===== config.mk =====
export PLATFORM = sky130hd
export DESIGN_NAME = sd_cmd_resp_rx
export DESIGN_NICKNAME = d
export VERILOG_FILES = /design/src/rtl/sd_cmd_resp_rx.sv
export SDC_FILE = /design/constraint.sdc
export NUM_CORES = 1
export LEC_CHECK = 0
export CAP_MARGIN = 30
export CORE_ASPECT_RATIO = 0.9
export CORE_MARGIN = 4
export CORE_UTILIZATION = 45
export CTS_BUF_LIST = sky130_fd_sc_hd__clkbuf_16
export DETAILED_ROUTE_END_ITERATION = 6
export DONT_BUFFER_PORTS = 1
export SYNTH_ARGS = -nofsm -noshare
export SYNTH_HDL_FRONTEND = slang
export SYNTH_SLANG_ARGS = --single-unit

===== constraint.sdc =====
create_clock -name clk -period 5.2 [get_ports clk]
set_input_delay 1.3 -clock clk [delete_from_list [all_inputs] [get_ports clk]]
set_output_delay 1.3 -clock clk [all_outputs]
set_load 0.005 [all_outputs]

===== src/rtl/sd_cmd_resp_rx.sv =====
`default_nettype none
// sd_cmd_resp_rx -- bit-serial SD CMD-line response receiver for 48/136-bit frames
// with CRC7, framing and Ncr-timeout checks.  Rev 1.0
module sd_cmd_resp_rx #(
   parameter int TIMEOUT = 64
) (
   input  logic         clk,
   input  logic         reset,
   input  logic         bit_en,
   input  logic         cmd_in,
   input  logic         start,
   input  logic         long_resp,
   input  logic         skip_crc,
   output logic         busy,
   output logic         done,
   output logic [5:0]   resp_index,
   output logic [31:0]  resp_arg,
   output logic [119:0] resp_long,
   output logic         crc_err,
   output logic         frame_err,
   output logic         timeout
);

   localparam int TW = $clog2(TIMEOUT + 1);

   typedef enum logic [2:0] {
      S_IDLE = 3'd0,
      S_WAIT = 3'd1,
      S_HDR  = 3'd2,
      S_BODY = 3'd3,
      S_CRC  = 3'd4,
      S_END  = 3'd5
   } state_t;

   state_t          state;
   logic            long_q;
   logic            skip_q;
   logic [TW-1:0]   tmo_cnt;
   logic [6:0]      bit_cnt;
   logic            tbit;
   logic [5:0]      idx;
   logic [119:0]    body;
   logic [6:0]      crc;
   logic [6:0]      rx_crc;

   // Galois CRC7 step, polynomial x^7 + x^3 + 1
   function automatic logic [6:0] crc7_step(input logic [6:0] sr, input logic d);
      logic fb;
      fb = sr[6] ^ d;
      return {sr[5:4], sr[3], sr[2] ^ fb, sr[1:0], fb};
   endfunction

   always_ff @(posedge clk) begin
      if (reset) begin
         state      <= S_IDLE;
         long_q     <= 1'b0;
         skip_q     <= 1'b0;
         tmo_cnt    <= '0;
         bit_cnt    <= '0;
         tbit       <= 1'b0;
         idx        <= '0;
         body       <= '0;
         crc        <= '0;
         rx_crc     <= '0;
         busy       <= 1'b0;
         done       <= 1'b0;
         resp_index <= '0;
         resp_arg   <= '0;
         resp_long  <= '0;
         crc_err    <= 1'b0;
         frame_err  <= 1'b0;
         timeout    <= 1'b0;
      end else begin
         done <= 1'b0;
         case (state)
            S_IDLE: begin
               if (start) begin
                  long_q     <= long_resp;
                  skip_q     <= skip_crc;
                  tmo_cnt    <= '0;
                  body       <= '0;
                  resp_index <= '0;
                  resp_arg   <= '0;
                  resp_long  <= '0;
                  crc_err    <= 1'b0;
                  frame_err  <= 1'b0;
                  timeout    <= 1'b0;
                  busy       <= 1'b1;
                  state      <= S_WAIT;
               end
            end
            S_WAIT: begin
               if (bit_en) begin
                  if (!cmd_in) begin
                     // Start bit is 0, so clearing the CRC is the same as shifting it in
                     crc     <= '0;
                     bit_cnt <= '0;
                     state   <= S_HDR;
                  end else if (tmo_cnt == TW'(TIMEOUT - 1)) begin
                     timeout <= 1'b1;
                     done    <= 1'b1;
                     busy    <= 1'b0;
                     state   <= S_IDLE;
                  end else begin
                     tmo_cnt <= tmo_cnt + 1'b1;
                  end
               end
            end
            S_HDR: begin
               if (bit_en) begin
                  if (bit_cnt == 7'd0) tbit <= cmd_in;
                  else                 idx  <= {idx[4:0], cmd_in};
                  if (!long_q) crc <= crc7_step(crc, cmd_in);
                  if (bit_cnt == 7'd6) begin
                     bit_cnt <= '0;
                     state   <= S_BODY;
                  end else begin
                     bit_cnt <= bit_cnt + 7'd1;
                  end
               end
            end
            S_BODY: begin
               if (bit_en) begin
                  body <= {body[118:0], cmd_in};
                  crc  <= crc7_step(crc, cmd_in);
                  if (bit_cnt == (long_q ? 7'd119 : 7'd31)) begin
                     bit_cnt <= '0;
                     state   <= S_CRC;
                  end else begin
                     bit_cnt <= bit_cnt + 7'd1;
                  end
               end
            end
            S_CRC: begin
               if (bit_en) begin
                  rx_crc <= {rx_crc[5:0], cmd_in};
                  if (bit_cnt == 7'd6) begin
                     bit_cnt <= '0;
                     state   <= S_END;
                  end else begin
                     bit_cnt <= bit_cnt + 7'd1;
                  end
               end
            end
            S_END: begin
               if (bit_en) begin
                  frame_err  <= tbit | ~cmd_in;
                  crc_err    <= (crc != rx_crc) && !skip_q;
                  resp_index <= idx;
                  resp_arg   <= long_q ? 32'd0 : body[31:0];
                  resp_long  <= long_q ? body : 120'd0;
                  done       <= 1'b1;
                  busy       <= 1'b0;
                  state      <= S_IDLE;
               end
            end
            default: begin
               busy  <= 1'b0;
               state <= S_IDLE;
            end
         endcase
      end
   end

endmodule
`default_nettype wire


Yosys cells after proc, flatten, opt, wreduce, memory -nomap -nowiden
Index checks and enable logic that the tools add are counted.

operators by class
  $add $sub $neg = 2
  eq/ne operators = 25
  muxes and demuxes = 62
  bitwise gates (word level) = 6
  reductions and logical operators = 23

operator list
  cell                                                                    number
  120-bit two-way mux                                                     4
  120-bit one-hot mux with 2 select lines                                 2
  7-bit two-way mux                                                       14
  32-bit two-way mux                                                      3
  32-bit one-hot mux with 2 select lines                                  1
  7-bit one-hot mux with 3 select lines                                   2
  3-bit two-way mux                                                       11
  2-bit != test (second input constant)                                   14
  3-bit one-hot mux with 6 select lines                                   1
  1-bit two-way mux                                                       15
  5-bit AND reduction                                                     3
  7-bit by 1-bit adder with 7-bit output (second input constant)          2
  7-bit one-hot mux with 2 select lines                                   1
  6-bit two-way mux                                                       2
  6-bit one-hot mux with 2 select lines                                   1
  3-bit AND reduction                                                     4
  6-bit AND reduction                                                     2
  10-bit AND reduction                                                    1
  1-bit one-hot mux with 2 select lines                                   4
  7-bit by 3-bit equality test with 1-bit output (second input constant)  1
  7-bit by 6-bit equality test with 1-bit output (second input constant)  1
  7-bit equality test                                                     1
  7-bit zero test                                                         1
  7-bit != test                                                           1
  other kinds (17)                                                        26

word-level totals
  flip-flop bits (word level) = 323
  input port bits = 7
  output and inout bits = 163
  logic and storage cells = 136

Logic depth before layout (Yosys ltp)
Gate-level depths: netlist of the first run.

  word-level depth = 5
  gate-level depth with buffers = 9
  gate-level depth less buffers = 7

Worst setup path before layout of the first run
Ideal clock, no wire load.

  kind = input to register
  from = input port bit_en
  to = register resp_index[2]
  library setup time = 0.128 ns
  arrival time = 2.487 ns
  data required time = 5.072 ns
  slack = 2.586 ns
  stages = 9
  path buffers = 4
  cells stage by stage = buf_2 -> nand2_1 -> nor2_4 -> nor2b_1 -> buf_2 -> buf_4 -> buf_6 -> a22oi_1 -> nor2_1

on the way
  word-level cells in the longest chain between the ends = 2

RTL lines
  element                        line  RTL
  start, declared                9     input logic bit_en,
  2-bit != test (no line)        n/a
  3-bit AND reduction (no line)  n/a
  end signal, assigned           149   resp_index <= idx;
  end, declared                  16    output logic [5:0] resp_index,

Every way passes these cells.
A chain may end at the register's enable or synchronous reset.

Worst setup path after layout of the first run
  from = register state[0]
  to = register body[63]

on the way
  word-level cells in the longest chain between the ends = 3
  elaborated cells on any way between the ends = 7
  classes of those cells = eq/ne (3); mux (1); reduce/logical (3)

RTL lines
  element                                                                                   line  RTL
  start, declared                                                                           35    state_t state;
  start signal, assigned                                                                    55    state <= S_IDLE;
  start signal, assigned                                                                    89    state <= S_WAIT;
  start signal, assigned                                                                    98    state <= S_HDR;
  3-bit by 2-bit equality test with 1-bit output / 3-bit zero test (equally long branches)  75    case (state)
  2-bit != test (no line) / 2-bit nonzero test (equally long branches)                      n/a
  3-bit AND reduction (no line)                                                             n/a
  end signal, assigned                                                                      124   body <= {body[118:0], cmd_in};
  end, declared                                                                             42    logic [119:0] body;

Parallel ways exist; a longest one is shown, timed or not.

==> results.txt, run 1 <==
- Cts bufs inserted: 35
- Crit Path Max Fanout: 65
* Violation count after the first detailed-routing iteration: 710
- Synth top area cells: dfxtp_1 (55%), a22oi_1 (10%), nor2_1 (6.0%)
- Yosys warning total: 0
- In this run the static leakage power is 0.004311 uW.
- Final ANT Viol Nets: 0
* Count of endpoints failing hold in the final timing report: 0
* Post-Syn Instances: ~1300
- Across the run, the number of max-cap violations was 0.
- The via count of the first global-routing pass is approximately 8700.
* Max transition margin: roughly 46%
- CTS tree: done
* Final global-route overflow total: 0
- Cell chosen for the clock root: clkbuf_16
* Pwr dens: between 400 and 500 nW/um2
- After synthesis, the netlist uses 54 different library cells.
- Slew of the pin with the lowest slew margin: ~0.81 ns
- Clock tree synthesis found a total of approximately 320 sinks.
- Minimum clock period after layout: about 3.2 ns
* FMAX: around 0.31 GHz
- Bufs on Longest Clock Path: 3
* H-tree lvl count: 2
- Final setup violating endpoints: 0
- Overall die height: about 160 um
- The floorplan step defined a core boundary enclosing ~26000 um2.
- Die outline width: around 180 um
- Standard cell area after detailed placement: about 12000 um2
- The first global-routing pass estimated between 40000 and 50000 um of wire.
* WP data arrival: about 3.6 ns
* Layout Area Growth over Synthesis: 9.022%
- Setup Slack @ Placement: 2.016 ns
- The die covers a little under 30000 um2.
* Most frequent cell after synthesis: dfxtp_1
* Post-synthesis share of cell area spent on xor and xnor gates: under 10%
- Layout fillers: 2438
* Boundary Pins: 170
- After clock tree synthesis, the clock-pin slew on the worst setup and hold paths is 0.06 ns.
- Largest net degree at the start of global routing: around 320
* NumNets Final: between 1000 and 1500
- Wire length after detailed routing: ~29000 um
- Layout cell share with drive strength beyond 1: ~5.7%
- Number of synthesized flops with an enable pin: 0
- Most instantiated cells after synthesis: dfxtp_1 (323), nor2_1 (190), a22oi_1 (159), nand2_1 (145), nand3_1 (138)
- For the final database, setup skew stands at roughly 0.011 ns.
* Via/cell ratio: 5.611
- Hold-fix buffer count after cts: 0
* Post-route cell area: between 10000 and 15000 um2
* Via Count: approximately 9000
- After Yosys synthesis, full adders, half adders and majority gates account for less than 1% of the synthesized area.
* Antenna cell count: 0
- Largest family of logic cells by synthesized area: simple AND/OR/NAND/NOR gates
- The critical path is of the reg -> reg type.
- Slew Limit Fails: 0
- The run finished with clean final reports.
- Async SR Flop Fraction: 0%
- Dividing the final minimum period by the clock period gives just over 60%.
* Compound-cell area share of the yosys netlist: roughly 18%
- Summing every instance area after synthesis gives approximately 12000 um2.
- Summing the areas of all and, or, nand and nor instances in the mapped netlist gives around a fifth of the synthesized area.
- Overall fraction of global-route tracks in use: between 10% and 20%
- Across all setup checks in the final design, the least slack found is around 2.0 ns.
- GP Congestion: approximately 0.76
- The top cell type by area accounts for 54.53% of the synthesized area.
- In this run the mean area of a mapped cell was slightly below 9 um2.
- RSZ-0062 raised after global routing: false
* Required arrival time at the worst endpoint: roughly 5.6 ns
- The initial antenna violation count came to 0.
- Worst hold path class: reg -> reg
- Largest vdd supply drop: roughly 0.22 mV
* Fraction of the yosys area taken by sequential cells: ~55%
- The number of gates resized after CTS was 0.
- Pre-antenna DRT Iters: 5
* Primary FF master, synth: dfxtp_1
* Number of rows in the core area: 56
- Drc violations: 0
- Power comes to between 5000 and 6000 uW.
- When the netlist entered floorplanning its net count stood at 1342.
- The portion of synthesized area spent on multiplexers is under 10%.
* Post-detailed-route wirelength per cell: between 15 and 20 um
* Total negative slack for setup checks: 0 ns
- The biggest area contributor in the post-synthesis netlist is dfxtp_1.
* Category of the worst setup path capture point: register
* Total of flip-flops plus latches after synthesis: 323
- For the worst-skew pair, the clock arrives at the later sink with an insertion delay of approximately 0.50 ns.
- DP Wirelength: 16740 um
* Buffers added on ports: 0
- Initial core utilization: about 46%
* Post-CTS Setup Inserts: 0
- Critical Path Source Type: register
## layout by cell type, fill, tap and decap left out, drive strengths merged, types with 2 or more instances in the layout
cell and count:
clkbuf 37, nand2 145, nand3 139, dfxtp 323
nor3 7, nand4 3, nor2b 8, nor3b 2
a31oi 4, a211oi 3, nor4 3, clkinvlp 2
a22oi 159, xor2 5, xnor2 10, nand3b 2
clkinv 10, a211o 3, nand2b 9, a21oi 138
o21ai 5, or2 2, mux2i 18, inv 15
ha 4, and3b 2, nor2 191, buf 13
## sequential cells by signal, summed over array words and instances, names as in the netlist, 3 cells and up
| name | cells |
|---|---|
| resp_arg | 32 |
| resp_index | 6 |
| resp_long | 120 |
| state | 3 |
| crc | 7 |
| bit_cnt | 7 |
| tmo_cnt | 7 |
| body | 120 |
| rx_crc | 7 |
| idx | 6 |
## where the power goes
part	internal, uW	leakage (uW)	switching [uW]
Combinational	179	0.00118	601
Sequential	2490	0.00260	42.8
Clock	1320	0.000533	945
## layout make-up
cell class | count | area (um2) | share of cell area (%)
sequential | 323 | 6466 | 50.02
multi-input combinational | 880 | 4776 | 36.94
clock buffer | 37 | 925.9 | 7.162
tap | 348 | 435.4 | 3.368
timing repair buffer | 13 | 182.7 | 1.413
clock inverter | 21 | 115.1 | 0.8904
inverter | 7 | 26.28 | 0.2033
## per-layer routing
layer | vias up | part of all wire, % | track usage (%)
li1 | 4497 | - | -
met1 | 4348 | 44 | 25.32
met2 | 260 | 44 | 29.21
met3 | 36 | 9.6 | 6.865
met4 | 0 | 1.7 | 4.742
met5 | - | 0 | 0
## final timing paths
path               endpoint      start  depth (start not counted)  slack [ns]
setup / recovery   body[63]   state[0]                          7        2.02
hold / removal    body[119]  body[119]                          2        0.46
setup reg to reg   body[63]   state[0]                          7        2.02
hold reg to reg   body[119]  body[119]                          2        0.46
## stage by stage
stage          instances  hold WS [ns]  util (%)
3_5_place_dp        1571        0.4572     45.73
4_1_cts             1629        0.4633     49.73
5_1_grt             1629        0.4895     49.73
3_3_place_gp        1568        0.4454     45.41
2_1_floorplan       1331        0.4323         -
6_report            1629        0.4629     49.73
## cells by family after synthesis
logic type,Yosys count
muxes,19
AOI/OAI and AO/OA,324
DFF,323
xor gates and xnor gates,15
adders and majority gates,4
buffers and inverters,128
and+or+nand+nor,518
## worst max-delay path, stage by stage (launching register included)
cell and delay [ns]:
dfxtp_1 0.68, and3b_4 0.83, nand2_1 0.23, nand2_4 0.42
buf_16 0.31, buf_4 0.29, nand3_1 0.10, a21oi_1 0.18
Power figures use the tool's default switching activity.
==> run 2, diff against run 1 <==
clock period = 2.8 ns   (was 5.2 ns; I/O delays follow)
==> results.txt, run 2 (synthesized netlist as in run 1, its figures left out) <==
- TritonCTS built the clock tree.
- The area growth from synthesis to layout is 10.03%.
* Later-pin clock latency in the skew report: roughly 0.50 ns
- The largest registers in the layout are body x120, resp_long x120, resp_arg x32.
- At the pin with the least slew margin, the transition time is 0.9532 ns.
* Boundary Pins: 170
- Largest net degree at the start of global routing: approximately 320
* CP peak stage delay: approximately 0.63 ns
- Critical Path Source Type: register
* Clock transition at the registers of the reported paths: ~0.060 ns
- Number of rows in the core area: 56
- Global-route wire length before repair: approximately 47000 um
- Final hold analysis gives a worst-case slack of 0.2736 ns.
- Counting both buffers and inverters, the worst setup path holds a total of 1.
- Across every metal layer, demand over resource in global routing totals around a fifth.
* Post-CTS Setup Inserts: 0
- Std-Cell Core Area: around 26000 um2
* Slew Limit Fails: 0
* Post-detailed-route wirelength per cell: around 17 um
- The number of hold violations in the final report was 0.
- Max transition margin: around 36%
- After detailed placement, the total cell area comes to ~12000 um2.
* Worst clock skew: around 0.011 ns
- The die is roughly 180 um wide.
* WP data arrival: about 2.7 ns
- The via count of the first global-routing pass came to between 8000 and 9000.
- Via Count: between 9000 and 10000
* Final global-route overflow total: 0
- List of cells traversed by the critical path: nand2b_1, nor3_4, buf_4, a22oi_1, nor2_1
* Bufs on Longest Clock Path: 3
- Setup repair after global routing left no endpoint under its margin.
- The finished cells cover approximately 13000 um2.
- NumNets Final: between 1000 and 1500
* Cells on worst reg2reg path: 5
- Pwr dens: approximately 810 nW/um2
- Largest vdd supply drop: 0.4856 mV
- Crit-path leading delay family: simple AND/OR/NAND/NOR gates
- Maximum capacitance violations: 0
- Drc violations: 0
- The clock tree synthesis step divided the H-tree into 2 levels.
- Subtracting the final worst setup slack from the clock period gives approximately 2.3 ns.
- Cell chosen for the clock root: clkbuf_16
- Antenna cell count: 0
* R2R setup slack: about 0.47 ns
- Layout cell share with drive strength beyond 1: about 6.6%
* Cell at the slowest stage of the critical path: dfxtp_1
- In this run, CTS created clock tree buffers numbering 36.
- The detail route stage leaves a number of antenna-violating nets equal to 0.
- Total negative slack for setup checks: 0 ns
* Leading cell type in the layout, fill and taps excluded: dfxtp_1
* Total Die Area: around 29000 um2
- In this run the worst path has a maximum fanout of 20.
- Wire length after detailed routing: between 20000 and 30000 um
* Final setup violating endpoints: 0
- For this block, the initial DRC count from the detailed router was between 700 and 800.
- At the worst endpoint, the required time is between 3 and 4 ns.
* Leakage power of the design: 0.004375 uW
- Detailed placement ended at an HPWL of 16520 um.
- In this run the worst setup path terminates at resp_long[19].
- Worst path depth: 5
- In the finished design, the share of the clock period the worst path needs comes to 83.08%.
* Highest-count cells in the layout ignoring fill and taps: dfxtp_1 (323), nor2_1 (190), a22oi_1 (159)
- The die is roughly 160 um tall.
* Critical path launch point: state[2]
- The congestion estimate from routability-driven global placement came to between 0.7 and 0.8.
* FMAX: around 0.43 GHz
* Result of the run: finished, final reports clean
- Gates resized during post-CTS repair numbered 0.
- STA classifies the critical path endpoint as a register.
- Before CTS, the worst setup slack after placement is about 0.5 ns.
* Kind of critical path: reg -> reg
- RR Startpoint: state[2]
- The initial antenna violation count came to 0.
* Buffers added on ports: 0
* Hold-fix buffer count after cts: 0
- The pre-antenna-repair detailed-routing pass consisted of 5 iterations.
- The tightest min-delay check is of the in -> reg type.
- The worst register-to-register path ends at resp_long[19].
- Via/cell ratio: ~5.6
- After layout, the worst setup slack is between 0.4 and 0.5 ns.
* Initial core utilization: a little under half
* Clock sink total: 323
## run 2: cell type report
class,count,area [um2]
Fill cell,2457,12950
Clock buffer,37,925.9
Timing Repair Buffer,20,275.3
Clock inverter,26,142.6
Tap cell,348,435.4
Sequential cell,323,6466
Inverter,7,26.28
Multi-Input combinational cell,880,4776
## run 2: stage by stage
step | power [uW] | utilization (%) | cells
floorplan | 6059 | - | 1331
global route | 11060 | 50.19 | 1641
detailed placement | 6365 | 46.08 | 1578
CTS | 10680 | 50.19 | 1641
global placement | 6359 | 46.08 | 1578
finish | 10530 | 50.19 | 1641
## run 2: how the worst min path moves through the flow
stage,endpoint,cells past startpoint,start
4_1_cts,body[13],1,reset
6_report,resp_arg[11],1,reset
2_1_floorplan,body[119],2,body[119]
5_1_grt,body[15],1,reset
3_3_place_gp,body[119],2,body[119]
3_5_place_dp,body[119],2,body[119]
## run 2: worst register-to-register path, delay by kind of cell (launching register included)
family	cells	cell delay, ns
and+or+nand+nor	3	1.09
DFF	1	0.63
buffers and inverters	1	0.38
AOI/OAI and AO/OA	1	0.13
## run 2: per-layer routing
layer  wire length (um)  up-vias  GRT usage [%]
li1                   -     4507              -
met1              12760     4395          26.99
met2              12480      260          29.05
met3               2791       35          7.121
met4                418        0          4.154
met5                  0        -              0
## run 2: power breakdown
part / total [uW] / leakage (uW) / internal (uW) / switching, uW
clock: 4280 / 0.000554 / 2480 / 1800
combinational: 1580 / 0.00122 / 398 / 1180
sequential: 4670 / 0.00260 / 4630 / 39.3
total: 10500 / 0.00438 / 7510 / 3020
==> run 3, diff against run 2 <==
clock period = 2.43 ns   (was 2.8 ns; I/O delays follow)
==> results.txt, run 3 (synthesized netlist as in run 1, its figures left out) <==
* Result of the run: finished, final reports clean
- Cell at the slowest stage of the critical path: dfxtp_1
- In this run the deepest clock path goes through 3 buffers.
- FMAX: around 0.46 GHz
- Across the run, the number of max-cap violations was 0.
* List of cells traversed by the critical path: nand2b_1, nor3_4, buf_12, buf_4, a22oi_1, nor2_1
- Cts bufs inserted: 35
- The area growth from synthesis to layout is 10.07%.
- The number of hold buffers added after CTS was 0.
* Largest net degree at the start of global routing: about 320
- The detail route stage leaves a number of antenna-violating nets equal to 0.
* Pre-antenna DRT Iters: 5
- The first global-routing pass estimated around 46000 um of wire.
* Worst Hold Endpoint: resp_arg[17]
- The die is roughly 180 um wide.
- The critical path is of the reg -> reg type.
* Via/cell ratio: roughly 5.6
* H-tree lvl count: 2
* Clock sink total: about 320
- Number of global-route vias before repair: between 8000 and 9000
- After clock tree synthesis, the clock-pin slew on the worst setup and hold paths is around 0.060 ns.
* Violation count after the first detailed-routing iteration: between 600 and 700
* Critical Path Source Type: register
- NumNets Final: roughly 1300
* Overall fraction of global-route tracks in use: 18.99%
- Overall die height: around 160 um
- Reg-to-reg endpoint: resp_long[45]
* Crit-path leading delay family: simple AND/OR/NAND/NOR gates
* Wire length after detailed routing: around 29000 um
- Post-CTS Setup Inserts: 0
- The worst hold path begins at reset.
* Required arrival time at the worst endpoint: roughly 2.9 ns
- RSZ-0062 raised after global routing: false
* Pwr dens: around 930 nW/um2
* Drc violations: 0
- Initial core utilization: 45.62%
- Antenna cell count: 0
- Largest vdd supply drop: around 0.5 mV
- Number of rows in the core area: 56
- Buffers placed on the I/O ports in this run total 0.
- Detailed placement finished with a half-perimeter wire length of approximately 17000 um.
- At the end of routability-driven placement, the weighted congestion stood at just under 0.8.
- The count of pins over their slew limit was 0.
- Final Core Density: 50.21%
- Max transition margin: between 20% and 30%
* Worst hold path class: in -> reg
* WP data arrival: between 2 and 3 ns
- Worst clock skew: 0.008561 ns
- In the final layout, the registers with the most flip-flops are body x120, resp_long x120, resp_arg x32.
- Total Die Area: around 29000 um2
* Final global-route overflow total: 0
- For the final routed database, the setup TNS stands at 0 ns.
- Highest-count cells in the layout ignoring fill and taps: dfxtp_1 (323), nor2_1 (190), a22oi_1 (159)
* Later-pin clock latency in the skew report: roughly 0.50 ns
* Number of resized instances in the post-cts repair step: 0
- The number of buffers and inverters on the critical path is 2.
- Cells with a size suffix above 1 make up about 6.4% of the layout.
- Final setup violating endpoints: 0
- In this run the count of I/O pins placed on the die edge is between 150 and 200.
* Count of endpoints failing hold in the final timing report: 0
* CTS tree: done
- Crit Path Max Fanout: 42
- For the worst flop-to-flop path, the logic depth is 6.
* Std-Cell Core Area: 25990 um2
- Number of antenna violations at the first check in global routing: 0
* Slew of the pin with the lowest slew margin: about 1.2 ns
* RR Startpoint: state[2]
- Post-detailed-route wirelength per cell: between 15 and 20 um
- Minimum clock period after layout: approximately 2.2 ns
- Crit share post-route: roughly nine tenths
- In this run the clock root is driven by a clkbuf_16.
- R2R setup slack: 0.28 ns
- Worst hold stages: 1
* Via Count: 9136
- For this design the static power due to leakage is ~0.0044 uW.
- Category of the worst setup path capture point: register
- Leaving out fill and tap cells, the most frequent cell in the layout is dfxtp_1.
- CP peak stage delay: between 0.6 and 0.7 ns
==> run 3: cell type report <==
cell class / instances / area, um2
fill: 2407 / 12940
timing repair buffer: 21 / 282.8
inverter: 7 / 26.28
sequential: 323 / 6466
tap: 348 / 435.4
clock inverter: 25 / 188.9
clock buffer: 35 / 875.8
multi-input combinational: 880 / 4776
==> run 3: worst register-to-register path: stages, from the launching register on <==
cell and delay [ns]:
dfxtp_1 0.62, nand2b_1 0.37, nor3_4 0.29, buf_12 0.29, buf_4 0.27, a22oi_1 0.11, nor2_1 0.12
==> run 3: how the worst max path moves through the flow <==
| stage | from | end | slack [ns] | cells past startpoint |
|---|---|---|---|---|
| 2_1_floorplan | bit_en | resp_index[2] | 0.51 | 9 |
| 3_3_place_gp | state[2] | resp_long[55] | 0.38 | 6 |
| 3_5_place_dp | state[2] | resp_long[44] | 0.35 | 6 |
| 4_1_cts | state[2] | resp_long[44] | 0.34 | 6 |
| 5_1_grt | state[2] | resp_long[50] | 0.14 | 6 |
| 6_report | state[2] | resp_long[45] | 0.28 | 6 |
==> run 3: power by group <==
part / leakage, uW / internal [uW] / switching [uW]
Combinational: 0.00122 / 417 / 1310
Clock: 0.000553 / 2930 / 2040
Sequential: 0.00260 / 5340 / 91.3
==> run 3: routing by layer <==
| layer | global-route usage, % | vias up | wire length [um] |
|---|---|---|---|
| li1 | - | 4524 | - |
| met1 | 26.81 | 4333 | 13110 |
| met2 | 27.35 | 241 | 12210 |
| met3 | 7.517 | 38 | 2833 |
| met4 | 4.604 | 0 | 478 |
| met5 | 0 | - | 0 |
==> run 3: per-stage QoR <==
stage / std cells / setup slack, ns / hold WS, ns / instance area [um2] / total power [uW]
2_1_floorplan: 1331 / 0.5083 / 0.4323 / 11860 / 6981
3_3_place_gp: 1579 / 0.3813 / 0.4405 / 11990 / 7277
3_5_place_dp: 1579 / 0.3460 / 0.4517 / 11990 / 7273
4_1_cts: 1639 / 0.3363 / 0.1786 / 13050 / 12280
5_1_grt: 1639 / 0.1439 / 0.1535 / 13050 / 12670
6_report: 1639 / 0.2785 / 0.1769 / 13050 / 12120
